**src/rtl/mux4_arb_pkg.sv**
```systemverilog
// rtl/mux4_arb_pkg.sv - shared constants, state type and pointer helper for mux4_rr_arbiter
package mux4_arb_pkg;

  localparam int DEF_W = 4;
  localparam int CNT_W = 8;

  // Bus occupancy; the encoding is the out_valid bit itself.
  typedef enum logic {
    ST_EMPTY = 1'b0,
    ST_FULL  = 1'b1
  } arb_state_e;

  // Explicit wrap so non-power-of-2 requester counts never rely on modulo.
  function automatic int wrap_inc(input int idx, input int n);
    return (idx == n - 1) ? 0 : idx + 1;
  endfunction

endpackage

```
**src/rtl/rr_pick.sv**
```systemverilog
// rtl/rr_pick.sv - combinational round-robin pick starting at ptr
module rr_pick #(
  parameter int NREQ = 4
) (
  input  logic [NREQ-1:0]         req_valid,
  input  logic [$clog2(NREQ)-1:0] ptr,
  output logic [$clog2(NREQ)-1:0] grant_idx,
  output logic                    grant_vld
);

  localparam int PW = $clog2(NREQ);

  always_comb begin
    int idx;
    idx       = 0;
    grant_idx = '0;
    grant_vld = 1'b0;
    for (int k = 0; k < NREQ; k++) begin
      idx = int'(ptr) + k;
      if (idx >= NREQ) idx = idx - NREQ;
      if (!grant_vld && req_valid[idx[PW-1:0]]) begin
        grant_vld = 1'b1;
        grant_idx = idx[PW-1:0];
      end
    end
  end

endmodule

```
**src/rtl/mux4_rr_arbiter.sv**
```systemverilog
// rtl/mux4_rr_arbiter.sv - round-robin arbiter driving one registered shared bus
// Optional per-requester grant counters via MUX4_RR_ARBITER_STATS_EN.
module mux4_rr_arbiter
  import mux4_arb_pkg::*;
#(
  parameter int NREQ = 4,
  parameter int W    = DEF_W
) (
  input  logic                    clk,
  input  logic                    rst,
  input  logic [NREQ-1:0]         req_valid,
  input  logic [NREQ*W-1:0]       req_data,
  output logic [NREQ-1:0]         req_ready,
  output logic                    out_valid,
  output logic [W-1:0]            out_data,
  output logic [$clog2(NREQ)-1:0] out_src,
  input  logic                    out_ready
`ifdef MUX4_RR_ARBITER_STATS_EN
  ,
  output logic [NREQ*CNT_W-1:0]   grant_cnt
`endif
);

  localparam int PW = $clog2(NREQ);

  arb_state_e    state;
  arb_state_e    state_nxt;
  logic [PW-1:0] ptr;
  logic [PW-1:0] grant_idx;
  logic          grant_vld;
  logic          load_en;
  logic          xfer_in;

  rr_pick #(
    .NREQ(NREQ)
  ) u_pick (
    .req_valid(req_valid),
    .ptr      (ptr),
    .grant_idx(grant_idx),
    .grant_vld(grant_vld)
  );

  assign load_en = (state == ST_EMPTY) || out_ready;
  // rst gates the accept so a requester never sees a strobe that gets discarded.
  assign xfer_in = grant_vld && load_en && !rst;

  always_ff @(posedge clk) begin
    if (rst) begin
      state <= ST_EMPTY;
    end else begin
      state <= state_nxt;
    end
  end

  always_comb begin
    state_nxt = state;
    case (state)
      ST_EMPTY: if (xfer_in) state_nxt = ST_FULL;
      ST_FULL: begin
        if (xfer_in) begin
          state_nxt = ST_FULL;
        end else if (out_ready) begin
          state_nxt = ST_EMPTY;
        end
      end
      default: state_nxt = ST_EMPTY;
    endcase
  end

  always_comb begin
    out_valid = (state == ST_FULL);
    req_ready = '0;
    if (xfer_in) req_ready[grant_idx] = 1'b1;
  end

  always_ff @(posedge clk) begin
    if (rst) begin
      out_data <= '0;
      out_src  <= '0;
      ptr      <= '0;
    end else if (xfer_in) begin
      out_data <= req_data[grant_idx*W +: W];
      out_src  <= grant_idx;
      ptr      <= PW'(wrap_inc(int'(grant_idx), NREQ));
    end
  end

`ifdef MUX4_RR_ARBITER_STATS_EN
  for (genvar i = 0; i < NREQ; i++) begin : g_cnt
    logic [CNT_W-1:0] cnt;

    always_ff @(posedge clk) begin
      if (rst) begin
        cnt <= '0;
      end else if (req_ready[i] && req_valid[i] && (cnt != {CNT_W{1'b1}})) begin
        cnt <= cnt + 1'b1;
      end
    end

    assign grant_cnt[i*CNT_W +: CNT_W] = cnt;
  end
`endif

endmodule

```
**config.mk**
```make
export PLATFORM = sky130hd
export DESIGN_NAME = mux4_rr_arbiter
export DESIGN_NICKNAME = d
export VERILOG_FILES = /design/src/rtl/mux4_arb_pkg.sv /design/src/rtl/rr_pick.sv /design/src/rtl/mux4_rr_arbiter.sv
export SDC_FILE = /design/constraint.sdc
export NUM_CORES = 1
export LEC_CHECK = 0
export ABC_AREA = 0
export BUFFER_PORTS_ARGS = -buffer_cell sky130_fd_sc_hd__buf_4
export CAP_MARGIN = 10
export CORE_UTILIZATION = 46
export DETAILED_ROUTE_END_ITERATION = 16
export GPL_TIMING_DRIVEN = 0
export PLACE_DENSITY = 0.81
export SKIP_LAST_GASP = 1
export SLEW_MARGIN = 20
export SYNTH_ARGS = -nofsm -noshare
export SYNTH_HDL_FRONTEND = slang
export SYNTH_HIERARCHICAL = 1
export SYNTH_SLANG_ARGS = --single-unit
```
**constraint.sdc**
```tcl
create_clock -name clk -period 3.1 [get_ports clk]
set_input_delay 0.62 -clock clk [delete_from_list [all_inputs] [get_ports clk]]
set_output_delay 0.62 -clock clk [all_outputs]
set_load 0.01 [all_outputs]
```
==> reports/metrics.yaml <==
outcome:
  run_status: "finished with violations"
  violations: "DRC"
timing:
  hold_ws_ps: 477
  slew_viol_final: 0
  min_period_ps: 2890
  tightest_slew_ps: 711
  fmax_mhz: 346
  hold_viol: 0
  setup_violations: 0
  fin_crit_sh_pct: 93.2
  slew_headroom_pct: 52.6
  rsz0062_at_grt: "no"
  tns_ps: 0
  finClkSkew_ps: 0.733
floorplan:
  die_w_um: 39.2
  rows: 13
  core_area_um2: 1280
  die_y_um: 39.2
  die_area_um2: 1530
  start_util_pct: 49.5
  io_pins: 34
synth:
  synth_warnings: 6
  synth.distinct_cells: 22
  syn-num-nets: 100
  synthCells: 73
  synth_area_um2: 636
  synth_area_per_cell_um2: 8.71
  synth_top_family_by_area: "compound AO/OA/AOI/OAI gates"
  synthMuxAreaShare_pct: 15.9
  synth_seq_area_share_pct: 28.3
  synth_seq_cells: 9
  synthAdderAreaFrac_pct: 7.87
  synthXorXnorAreaFrac_pct: 0
  synth-simple-area-share_pct: 15.9
  synth_compound_area_share_pct: 20.3
clock_tree:
  cts_tree: "yes"
  cts_buffers: 3
  cts_setup_buffers: 0
  clock_latency_ps: 260
  cts_hold_buffers: 0
  cts_resized: 0
  clockRootBuffer: "clkbuf_4"
  clk_pin_slew_ps: 60
  htreeDepth: 1
  cts.sinks: 9
  cts_buffer_depth: 2
critical_path:
  crit_buf_inv: 3
  cp_max_fo: 8
  worstSetupStartpoint: "req_valid[0]"
  worst_r2r_path_depth: 7
  rr_endpoint: "out_data[2]$_SDFFE_PP0P_"
  cp-start-kind: "input pin"
  rrSetupSlack_ps: 970
  crit_family: "compound AO/OA/AOI/OAI gates"
  r2r-start: "ptr[0]$_SDFFE_PP0P_"
  cpMaxStageDelayCell: "a21oi_1"
  critPathRequiredTime_ps: 2480
  worstPathArrival_ps: 2270
  max_stage_delay_ps: 600
  crit_end: "req_ready[0]"
  cp_num_cells: 8
  path_cells: "buf_4 > a21oi_1 > o21ai_0 > a21oi_1 > inv_1 > ha_1 > and2_1 > buf_4"
  cp-end-kind: "output port"
  worstSetupPathType: "input pin to output port"
drt:
  ant_nets: 0
  drtIter0Drc: 21
  first_pass_iters: 11
  drc: 1
  wl_per_cell_um: 13.3
  finalWirelength_mm: 1.65
  vias: 690
  viasPerCell: 5.56
finish:
  nets: 137
  layout-drive-gt1-share_pct: 39.4
  stdcell_area_um2: 921
  num_antenna_cells: 0
  syn_to_final_growth_pct: 44.9
global_routing:
  grt_overflow: 0
  grt_max_degree: 11
  grt_pass1_vias: 623
  grt.total_usage_pct: 24.4
  grt_pass1_wl_mm: 2.46
  antenna_found_initial: 0
worst_hold_path:
  hp-class: "flip-flop to flip-flop"
power:
  peakVddDrop_uv: 220
  leakagePower_nw: 0.450
  power_density_nw_per_um2: 424
  power.total_mw: 0.390
run:
  drv_cap: 0
placed_design:
  hpwl_mm: 1.22
  placed_cell_area_um2: 895
  port_buffers: 32
  routabilityCongestion: 0.718
[stage by stage]
| stage | util, % | setup slack (ps) | std cells |
|---|---|---|---|
| 4_1_cts | 71.7 | 272 | 124 |
| 3_3_place_gp | 69.6 | 359 | 120 |
| 5_1_grt | 71.7 | 149 | 124 |
| 3_5_place_dp | 69.6 | 278 | 120 |
| 2_1_floorplan | - | 702 | 73 |
| 6_report | 71.7 | 210 | 124 |
[power breakdown]
group	total (mW)	switching (mW)	internal (mW)	leakage, nW
registers	0.141	0.0103	0.131	0.0746
logic	0.154	0.0679	0.0857	0.361
clock network	0.0953	0.0455	0.0498	0.0150
[synthesized netlist by cell type]
library cell	number	area (µm²)
mux4_2	1	22.5
buf_6	2	22.5
nor2b_1	1	6.26
dfxtp_1	9	180
mux4_1	3	78.8
buf_4	1	7.51
nor3_1	1	5.00
and2_1	4	25.0
a21oi_1	13	65.1
or2b_1	1	7.51
clkbuf_1	1	3.75
ha_1	4	50.1
a221o_1	1	10.0
buf_2	2	10.0
inv_1	6	22.5
o21ai_0	9	45.0
inv_2	2	7.51
or4_1	1	7.51
nand2b_1	1	6.26
o221ai_1	1	8.76
nand3_1	8	40.0
nor2_1	1	3.75
[layout make-up]
cell class	count	area [µm²]
repair buffers	32	240
flip-flops and latches	9	180
inverters	8	30.0
multi-input cells	50	382
plain buffers	6	43.8
fillers	107	364
clock buffers	4	26.3
well taps	15	18.8
[tightest hold or removal path: stages, from the launching register on]
cell and delay (ps):
dfxtp_1 310, o21ai_0 60, a21oi_1 60
[worst min path at each step]
stage                                  start                  endpoint  cells past startpoint
floorplan                ptr[0]$_SDFFE_PP0P_       ptr[0]$_SDFFE_PP0P_                      2
detailed placement  out_data[3]$_SDFFE_PP0P_  out_data[3]$_SDFFE_PP0P_                      2
finish              out_data[3]$_SDFFE_PP0P_  out_data[3]$_SDFFE_PP0P_                      2
global route        out_data[1]$_SDFFE_PP0P_  out_data[1]$_SDFFE_PP0P_                      2
CTS                 out_data[3]$_SDFFE_PP0P_  out_data[3]$_SDFFE_PP0P_                      2
global placement     out_src[1]$_SDFFE_PP0P_   out_src[1]$_SDFFE_PP0P_                      2
[placed cells by master, fill, tap and decap left out, drive strengths merged]
master	instances
a21oi	13
a221o	1
and2	4
buf	37
clkbuf	5
dfxtp	9
ha	4
inv	8
mux4	4
nand2b	1
nand3	8
nor2	1
nor2b	1
nor3	1
o21ai	9
o221ai	1
or2b	1
or4	1
[layer usage]
layer / vias up / global-route usage (%) / share of wire (%)
met5: - / 0 / 0
met4: 0 / 15.5 / 0.24
met3: 2 / 4.62 / 6.7
met2: 42 / 44.2 / 54
met1: 313 / 25.2 / 39
li1: 333 / - / -
[kinds of logic (layout without fill, tap and decap cells)]
logic type               after synthesis  in the layout
AO/OA/AOI/OAI                         24             24
multiplexers                           4              4
flip-flops                             9              9
buffers and inverters                 14             50
adder cells (fa/ha/maj)                4              4
AND/OR/NAND/NOR                       18             18
[flip-flops by register name, indices dropped and copies added (netlist names)]
| name | cells |
|---|---|
| out_data | 4 |
| out_src | 2 |
| out_valid | 1 |
| ptr | 2 |
Power figures use the tool's default switching activity.
